## config.mk

```make
export PLATFORM = sky130hd
export DESIGN_NAME = swd_xfer_sequencer_flat
export DESIGN_NICKNAME = d
export VERILOG_FILES = /design/src/rtl/swd_xfer_sequencer_if.sv /design/src/rtl/swd_xfer_sequencer.sv /design/src/flat_wrapper.sv
export SDC_FILE = /design/constraint.sdc
export NUM_CORES = 1
export LEC_CHECK = 0
export BUFFER_PORTS_ARGS = -buffer_cell sky130_fd_sc_hd__buf_2
export CORE_MARGIN = 2
export CORE_UTILIZATION = 50
export CTS_BUF_LIST = sky130_fd_sc_hd__clkbuf_8 sky130_fd_sc_hd__clkbuf_16
export CTS_CLUSTER_SIZE = 24
export DETAILED_ROUTE_END_ITERATION = 7
export HOLD_SLACK_MARGIN = 0.15
export PLACE_DENSITY = 0.73
export SLEW_MARGIN = 0
export SYNTH_ARGS = -nofsm -noshare
export SYNTH_HDL_FRONTEND = slang
export SYNTH_SLANG_ARGS = --single-unit
export TNS_END_PERCENT = 10
```

## constraint.sdc

```tcl
create_clock -name sck -period 2.8 [get_ports sck]
set_input_delay 0.14 -clock sck [delete_from_list [all_inputs] [get_ports sck]]
set_output_delay 0.14 -clock sck [all_outputs]
set_load 0.02 [all_outputs]
```

## src/rtl/swd_xfer_sequencer_if.sv

```systemverilog
// Command/response bundle between the MCU side and the SWD transfer sequencer.
interface swd_xfer_sequencer_if #(
    parameter int RETRY_W = 4
);
    logic               cmd_valid;
    logic               cmd_ready;
    logic               cmd_apndp;
    logic               cmd_rnw;
    logic [1:0]         cmd_addr;
    logic [31:0]        cmd_wdata;
    logic               abort;
    logic               rsp_valid;
    logic [2:0]         rsp_ack;
    logic [31:0]        rsp_rdata;
    logic               rsp_perr;
    logic [RETRY_W-1:0] rsp_retries;

    modport master (
        output cmd_valid, cmd_apndp, cmd_rnw, cmd_addr, cmd_wdata, abort,
        input  cmd_ready, rsp_valid, rsp_ack, rsp_rdata, rsp_perr, rsp_retries
    );

    modport slave (
        input  cmd_valid, cmd_apndp, cmd_rnw, cmd_addr, cmd_wdata, abort,
        output cmd_ready, rsp_valid, rsp_ack, rsp_rdata, rsp_perr, rsp_retries
    );
endinterface

```

## src/rtl/swd_xfer_sequencer.sv

```systemverilog
// SWD transaction sequencer: builds 48-bit DP/AP frames for the frontend,
// samples ACK/read data, retries on WAIT and returns one response per command.
module swd_xfer_sequencer #(
    parameter int GAP_CYCLES = 4,
    parameter int MAX_RETRY  = 8,
    parameter int RETRY_W    = 4
) (
    input  logic                 sck,
    input  logic                 rst,
    swd_xfer_sequencer_if.slave  bus,
    output logic                 fe_frame_en,
    output logic                 fe_rnw,
    output logic                 fe_mosi,
    input  logic                 fe_miso
);
    localparam logic [1:0] IDLE  = 2'd0;
    localparam logic [1:0] GAP   = 2'd1;
    localparam logic [1:0] FRAME = 2'd2;
    localparam logic [1:0] RESP  = 2'd3;

    localparam int GW = $clog2(GAP_CYCLES + 1);
    localparam logic [GW-1:0]      GAP_LAST  = GW'(GAP_CYCLES - 1);
    localparam logic [RETRY_W-1:0] RETRY_MAX = RETRY_W'(MAX_RETRY);
    localparam logic [2:0]         ACK_OK    = 3'b001;
    localparam logic [2:0]         ACK_WAIT  = 3'b010;

    logic [1:0]         state;
    logic [GW-1:0]      gap_cnt;
    logic [5:0]         bit_idx;
    logic               apndp;
    logic [1:0]         addr;
    logic [31:0]        wdata;
    logic [2:0]         ack_q;
    logic [31:0]        rdata_q;
    logic [RETRY_W-1:0] retries;
    logic [7:0]         req;
    logic [2:0]         ack_now;

    // Request byte, index 0 goes on the wire first
    assign req = {1'b1, 1'b0, ^{apndp, fe_rnw, addr},
                  addr[1], addr[0], fe_rnw, apndp, 1'b1};
    assign ack_now = {fe_miso, ack_q[1:0]};

    assign bus.cmd_ready = (state == IDLE);
    assign bus.rsp_valid = (state == RESP);
    assign fe_frame_en   = (state == FRAME);

    always_comb begin
        fe_mosi = 1'b0;
        if (state == FRAME) begin
            unique case (1'b1)
                (bit_idx >= 6'd3 && bit_idx <= 6'd10):
                    fe_mosi = req[3'(bit_idx - 6'd3)];
                (bit_idx >= 6'd15 && bit_idx <= 6'd46):
                    fe_mosi = ~fe_rnw & wdata[5'(bit_idx - 6'd15)];
                (bit_idx == 6'd47):
                    fe_mosi = ~fe_rnw & ~^wdata;
                default:
                    fe_mosi = 1'b0;
            endcase
        end
    end

    always_ff @(posedge sck) begin
        if (rst) begin
            state           <= IDLE;
            gap_cnt         <= '0;
            bit_idx         <= '0;
            apndp           <= 1'b0;
            fe_rnw          <= 1'b0;
            addr            <= '0;
            wdata           <= '0;
            ack_q           <= '0;
            rdata_q         <= '0;
            retries         <= '0;
            bus.rsp_ack     <= '0;
            bus.rsp_rdata   <= '0;
            bus.rsp_perr    <= 1'b0;
            bus.rsp_retries <= '0;
        end else begin
            unique case (state)
                IDLE: begin
                    if (bus.cmd_valid) begin
                        apndp   <= bus.cmd_apndp;
                        fe_rnw  <= bus.cmd_rnw;
                        addr    <= bus.cmd_addr;
                        wdata   <= bus.cmd_wdata;
                        retries <= '0;
                        gap_cnt <= '0;
                        state   <= GAP;
                    end
                end
                GAP: begin
                    // A nonzero retry count marks this gap as a WAIT retry
                    if (bus.abort && retries != '0) begin
                        state           <= RESP;
                        bus.rsp_ack     <= ack_q;
                        bus.rsp_rdata   <= '0;
                        bus.rsp_perr    <= 1'b0;
                        bus.rsp_retries <= retries;
                    end else if (gap_cnt == GAP_LAST) begin
                        state   <= FRAME;
                        bit_idx <= '0;
                    end else begin
                        gap_cnt <= gap_cnt + 1'b1;
                    end
                end
                FRAME: begin
                    bit_idx <= bit_idx + 6'd1;
                    unique case (1'b1)
                        (bit_idx == 6'd12): ack_q[0] <= fe_miso;
                        (bit_idx == 6'd13): ack_q[1] <= fe_miso;
                        (bit_idx == 6'd14): begin
                            ack_q[2] <= fe_miso;
                            if (ack_now != ACK_OK) begin
                                if (ack_now == ACK_WAIT &&
                                    retries < RETRY_MAX && !bus.abort) begin
                                    retries <= retries + 1'b1;
                                    gap_cnt <= '0;
                                    state   <= GAP;
                                end else begin
                                    state           <= RESP;
                                    bus.rsp_ack     <= ack_now;
                                    bus.rsp_rdata   <= '0;
                                    bus.rsp_perr    <= 1'b0;
                                    bus.rsp_retries <= retries;
                                end
                            end
                        end
                        (bit_idx >= 6'd15 && bit_idx <= 6'd46):
                            rdata_q[5'(bit_idx - 6'd15)] <= fe_miso;
                        (bit_idx == 6'd47): begin
                            state           <= RESP;
                            bus.rsp_ack     <= ack_q;
                            bus.rsp_rdata   <= fe_rnw ? rdata_q : 32'd0;
                            bus.rsp_perr    <= fe_rnw & (^rdata_q ^ fe_miso);
                            bus.rsp_retries <= retries;
                        end
                        default: ;
                    endcase
                end
                default: state <= IDLE;
            endcase
        end
    end
endmodule
```

## src/flat_wrapper.sv

```systemverilog
// flat-port wrapper written by rule: the top's interface ports become plain ports
module swd_xfer_sequencer_flat 
#(
    parameter int GAP_CYCLES = 4,
    parameter int MAX_RETRY  = 8,
    parameter int RETRY_W    = 4
)
  (sck, rst, fe_frame_en, fe_rnw, fe_mosi, fe_miso, bus_cmd_valid, bus_cmd_apndp, bus_cmd_rnw, bus_cmd_addr, bus_cmd_wdata, bus_abort, bus_cmd_ready, bus_rsp_valid, bus_rsp_ack, bus_rsp_rdata, bus_rsp_perr, bus_rsp_retries);
  swd_xfer_sequencer_if #(.RETRY_W(RETRY_W)) bus_i ();
  input  logic sck;
  input  logic rst;
  output logic fe_frame_en;
  output logic fe_rnw;
  output logic fe_mosi;
  input  logic fe_miso;
  input wire logic [$bits(bus_i.cmd_valid)-1:0] bus_cmd_valid;
  input wire logic [$bits(bus_i.cmd_apndp)-1:0] bus_cmd_apndp;
  input wire logic [$bits(bus_i.cmd_rnw)-1:0] bus_cmd_rnw;
  input wire logic [$bits(bus_i.cmd_addr)-1:0] bus_cmd_addr;
  input wire logic [$bits(bus_i.cmd_wdata)-1:0] bus_cmd_wdata;
  input wire logic [$bits(bus_i.abort)-1:0] bus_abort;
  output wire logic [$bits(bus_i.cmd_ready)-1:0] bus_cmd_ready;
  output wire logic [$bits(bus_i.rsp_valid)-1:0] bus_rsp_valid;
  output wire logic [$bits(bus_i.rsp_ack)-1:0] bus_rsp_ack;
  output wire logic [$bits(bus_i.rsp_rdata)-1:0] bus_rsp_rdata;
  output wire logic [$bits(bus_i.rsp_perr)-1:0] bus_rsp_perr;
  output wire logic [$bits(bus_i.rsp_retries)-1:0] bus_rsp_retries;
  assign bus_i.cmd_valid = bus_cmd_valid;
  assign bus_i.cmd_apndp = bus_cmd_apndp;
  assign bus_i.cmd_rnw = bus_cmd_rnw;
  assign bus_i.cmd_addr = bus_cmd_addr;
  assign bus_i.cmd_wdata = bus_cmd_wdata;
  assign bus_i.abort = bus_abort;
  assign bus_cmd_ready = bus_i.cmd_ready;
  assign bus_rsp_valid = bus_i.rsp_valid;
  assign bus_rsp_ack = bus_i.rsp_ack;
  assign bus_rsp_rdata = bus_i.rsp_rdata;
  assign bus_rsp_perr = bus_i.rsp_perr;
  assign bus_rsp_retries = bus_i.rsp_retries;
  swd_xfer_sequencer #(.GAP_CYCLES(GAP_CYCLES), .MAX_RETRY(MAX_RETRY), .RETRY_W(RETRY_W)) u_core (.sck(sck), .rst(rst), .bus(bus_i), .fe_frame_en(fe_frame_en), .fe_rnw(fe_rnw), .fe_mosi(fe_mosi), .fe_miso(fe_miso));
endmodule
```

Word-level counts from Yosys, hierarchy flattened
Index checks and enable logic that the tools add are counted.

operators by class
  eq/ne operators = 22
  reduce and logical (&&, ||, !) cells = 25
  bitwise operators = 5
  $lt $le $gt $ge = 8
  $add $sub $neg = 5
  multipliers = 0
  div/mod/pow operators = 0
  mux-type cells = 52
  shifts and indexed selects = 0

operator list
  cell                                                 number
  2-to-1 mux 32 bit                                    4
  case mux 32 bit (2 select lines)                     2
  bitwise mux 32 bit                                   1
  XNOR reduction 32 bit                                1
  XOR reduction 32 bit                                 1
  2-to-1 mux 4 bit                                     7
  2-to-1 mux 3 bit                                     9
  case mux 4 bit (2 select lines)                      3
  equality test 6 x 4 -> 1 bit, second input constant  3
  2-to-1 mux 6 bit                                     2
  case mux 3 bit (2 select lines)                      2
  case mux 6 bit (2 select lines)                      1
  2-to-1 mux 2 bit                                     5
  != test 2 x 1 -> 1 bit, second input constant        5
  AND reduction 2 bit                                  5
  AND reduction 5 bit                                  2
  != test 3 x 1 -> 1 bit, second input constant        3
  case mux 3 bit (3 select lines)                      1
  2-to-1 mux 1 bit                                     7
  AND reduction 7 bit                                  1
  adder 6 x 1 -> 6 bit, second input constant          1
  equality test 3 x 2 -> 1 bit, second input constant  2
  equality test 6 bit, second input constant           1
  >= comparator 6 x 2 -> 1 bit, second input constant  1
  34 further kinds                                     47

word-level totals
  bits in read-only memories = 0
  memories kept = 0
  flip-flop bits (word level) = 126
  latch bits = 0
  bits of input ports = 41
  bits in writable memories = 0
  output and inout port bits = 45
  word-level logic and storage cells = 133

Logic depth before layout (Yosys ltp)
  depth in word-level cells = 7
  mapped depth = 11
  depth with buffers taken out = 9

Worst setup path before layout
OpenSTA, ideal clock, no wires.

  kind = register to output
  from = register u_core.bit_idx[0]
  to = output port fe_mosi
  stages on the path, launching flop included = 11
  buffers on the path = 2
  setup slack = 98 ps
  required time = 2660 ps
  data arrival time = 2562 ps
  cell sequence = dfxtp_1 > clkbuf_1 > inv_1 > ha_1 > buf_2 > mux4_2 > nor2_1 > nor2_1 > o21ai_0 > a211oi_1 > o31a_1

on the way
  cells in the longest elaborated chain, start to end = 6
  elaborated cells on any way between the ends = 16
  those cells by class = add/sub (2); order compare (4); eq/ne (1); mux (6); bitwise (1); reduce/logical (2)

ends and longest elaborated chain
  item                                    line                       source
  start, declared                         swd_xfer_sequencer.sv:29   logic [5:0] bit_idx;
  start signal, assigned                  swd_xfer_sequencer.sv:109  bit_idx <= bit_idx + 6'd1;
  subtractor 5 x 4 -> 5 bit               swd_xfer_sequencer.sv:55   fe_mosi = ~fe_rnw & wdata[5'(bit_idx - 6'd15)];
  binary-select mux 1 bit (select 5 bit)  swd_xfer_sequencer.sv:55
  2-to-1 mux 1 bit (implied by the code)  swd_xfer_sequencer.sv:55
  bitwise AND 1 bit                       swd_xfer_sequencer.sv:55
  case mux 1 bit (3 select lines) (*)     swd_xfer_sequencer.sv:51   unique case (1'b1)
  2-to-1 mux 1 bit (*)                    swd_xfer_sequencer.sv:50   if (state == FRAME) begin
  end, declared                           flat_wrapper.sv:14         output logic fe_mosi;

Every way passes the cells marked *; elsewhere a longest branch is shown, timed or not. The select of a mux whose other input is x is not followed.

Worst setup path in the final report
  from = register u_core.bit_idx[1]
  to = output port fe_mosi

Same word-level chain as after synthesis.

==> flow_metrics.env <==
export IMPL_cp_end_kind="primary output"
export IMPL_yosysMostFrequentCell="dfxtp_1"
export IMPL_synth_edff_count=0
export IMPL_pwr_share_clk_pct=37.3
export IMPL_num_rows=41
export IMPL_grt_pass1_wl_mm=26.1
export IMPL_cts_sinks=126
export IMPL_seq_area_frac_synth_pct=39.7
export IMPL_die_area_mm2=0.0136
export IMPL_worstSetupStartpointType="register"
export IMPL_drc=0
export IMPL_pin_count=86
export IMPL_synth_fp_nets=794
export IMPL_finalSetupViolations=0
export IMPL_num_vias=5567
export IMPL_grt_util_all_layers_pct=24.2
export IMPL_antenna_found_initial=0
export IMPL_synth_cell_type_count=59
export IMPL_drive_gt1_share_pct=24.1
export IMPL_synth_area_mm2=0.00635
export IMPL_async_reset_ff_share_pct=0
export IMPL_numCtsBuffers=17
export IMPL_cp_max_fo=4
export IMPL_h_tree_depth=4
export IMPL_worstRegToRegCells=8
export IMPL_drv_slew=0
export IMPL_final_core_util_pct=64.3
export IMPL_p_comb_share_pct=28.4
export IMPL_clock_latency_ns=0.43
export IMPL_num_antenna_cells=0
export IMPL_core_mm2=0.0125
export IMPL_io_buffer_count=85
export IMPL_synth_area_top_cells="dfxtp_1, xnor2_1, nand2_1"
export IMPL_cp_arrival_ns=2.65
export IMPL_critical_path_class="reg -> out"
export IMPL_period_needed_ns=2.79
export IMPL_switching_share_pct=33.5
export IMPL_tightest_slew_ns=1.16
export IMPL_yosys_warnings=0
export IMPL_drtIter0Drc=357
export IMPL_max_freq_mhz=358
export IMPL_avgSynthCellArea_um2=8.57
export IMPL_grt_max_degree=57
export IMPL_intPower_mw=3.88
export IMPL_hold_violations=0
export IMPL_p_per_area_mw_per_mm2=726
export IMPL_place_hpwl_mm=10.5
export IMPL_globalplace_congestion=0.889
export IMPL_min_path_cells=2
export IMPL_firstDrtPassIters=5
export IMPL_worst_ep_required_time_ns=2.66
export IMPL_vias_per_cell=5.31
export IMPL_p_seq_share_pct=34.2
export IMPL_die_y_um=117
export IMPL_grt_pass1_vias=5484
export IMPL_fin_crit_sh_pct=99.7
export IMPL_cap_viol_max_count=0
export IMPL_area_growth_syn_to_layout_pct=26.8
export IMPL_rsz0062_at_grt="true"
export IMPL_synthCells=741
export IMPL_p_total_mw=5.84
export IMPL_cts_root_buf="clkbuf_16"
export IMPL_status="completed"
export IMPL_synth_common_cells="dfxtp_1, nand2_1, nor2_1, a21oi_1, xnor2_1"
export IMPL_die_w_um=117
export IMPL_final_nets=917
export IMPL_p_switching_mw=1.96
export IMPL_overflow=0
export IMPL_yosys_area_top_type_share_pct=39.7
export IMPL_cts_buffer_depth=2
export IMPL_yosys_most_used_dff="dfxtp_1"
export IMPL_timing_hold_ws_ns=0.211
export IMPL_clkTransAtPathRegs_ns=0.06
export IMPL_synth_seq_cells=126
export IMPL_synth_top_area_cell="dfxtp_1"
export IMPL_skew_ns=0.00904
export IMPL_power_leakage_nw=3.11
export IMPL_drt_wirelength_per_cell_um=15.1
export IMPL_start_util_pct=50.7
export IMPL_ir_drop_uv=499
export IMPL_drtAntennaViolNets=0
export IMPL_slew_headroom_pct=22.8
export IMPL_cts_tree="done"
export IMPL_drt_total_wl_mm=15.8
export IMPL_min_path_type="in -> reg"
sequential cells by signal, summed over array words and instances, names as in the netlist:
signal and flops:
u_core.ack_q 3, u_core.addr 2, u_core.apndp 1, u_core.bit_idx 6
u_core.bus.rsp_ack 3, u_core.bus.rsp_perr 1, u_core.bus.rsp_rdata 32, u_core.bus.rsp_retries 4
u_core.fe_rnw 1, u_core.gap_cnt 3, u_core.rdata_q 32, u_core.retries 4
u_core.state 2, u_core.wdata 32
critical path: stages, from the launching register on:
cell and delay (ns):
dfxtp_2 0.36, inv_4 0.04, ha_4 0.27, buf_6 0.12
mux4_2 0.51, mux2i_2 0.18, a221o_1 0.21, a211oi_2 0.04
o31a_1 0.35, buf_6 0.15
power groups by stage:
| stage | clock network [mW] | registers [mW] | logic, mW |
|---|---|---|---|
| after floorplan | 0 | 2.01 | 1.26 |
| after global placement | 0 | 2.03 | 1.55 |
| after detailed placement | 0 | 2.03 | 1.58 |
| after CTS | 2.22 | 1.99 | 1.64 |
| after global routing | 2.30 | 2.01 | 1.81 |
| final | 2.18 | 2.00 | 1.66 |
repair_timing:
action,CTS,global route
pin swaps,2,4
hold endpoints to repair,37,0
setup buffers,3,4
hold buffers,37,0
resized for setup,7,15
endpoints found under the setup margin,1,1
routing by layer:
metal  GRT usage (%)  wire length (µm)  vias up
li1                -                 -     2762
met5               0                 0        -
met4            7.92               254        0
met3            6.38               737       25
met1            29.6              7030     2626
met2            41.5              7790      154
final timing paths:
kind                                         from  slack [ns]                end
worst min register to register  u_core.gap_cnt[1]        0.46  u_core.gap_cnt[1]
worst max-delay path            u_core.bit_idx[1]        0.01            fe_mosi
worst min-delay path                          rst        0.21  u_core.bit_idx[3]
worst max register to register    u_core.state[0]        0.18  u_core.gap_cnt[0]
cells by family after synthesis:
group	Yosys count	share of synthesized area [%]
mux	37	7.41
buf+inv	60	4.37
flops	126	39.7
xor+xnor	67	9.57
compound gates	155	17.0
fa+ha+maj	12	2.36
simple gates	284	19.6
cell type report:
class | count | area, µm²
Fill cell | 1052 | 4470
Clock inverter | 15 | 158
Inverter | 14 | 55.1
Clock buffer | 17 | 425
Tap cell | 172 | 215
Multi-Input combinational cell | 555 | 3600
Sequential cell | 126 | 2530
Timing Repair Buffer | 150 | 1070
through the flow:
stage	cells	TNS (ns)	instance area, µm²	worst slack (ns)
after floorplan	741	0	6350	0.0983
after global placement	973	0	6970	0.343
after detailed placement	973	0	6970	0.254
after CTS	1045	0	7970	0.00459
after global routing	1049	-0.0760	8050	-0.0760
final	1049	0	8050	0.00970
cell usage in the layout, fill, tap and decap left out, drive strengths merged, types with 26 or more instances in the layout:
| cell type | Yosys | routed |
|---|---|---|
| nand2 | 116 | 116 |
| dfxtp | 126 | 126 |
| o21ai | 26 | 26 |
| mux2i | 29 | 29 |
| nor2 | 118 | 118 |
| a21oi | 74 | 74 |
| buf | 18 | 113 |
| dlygate4sd3 | 0 | 37 |
| xnor2 | 57 | 57 |
| a22oi | 33 | 33 |
Power figures use the tool's default switching activity.
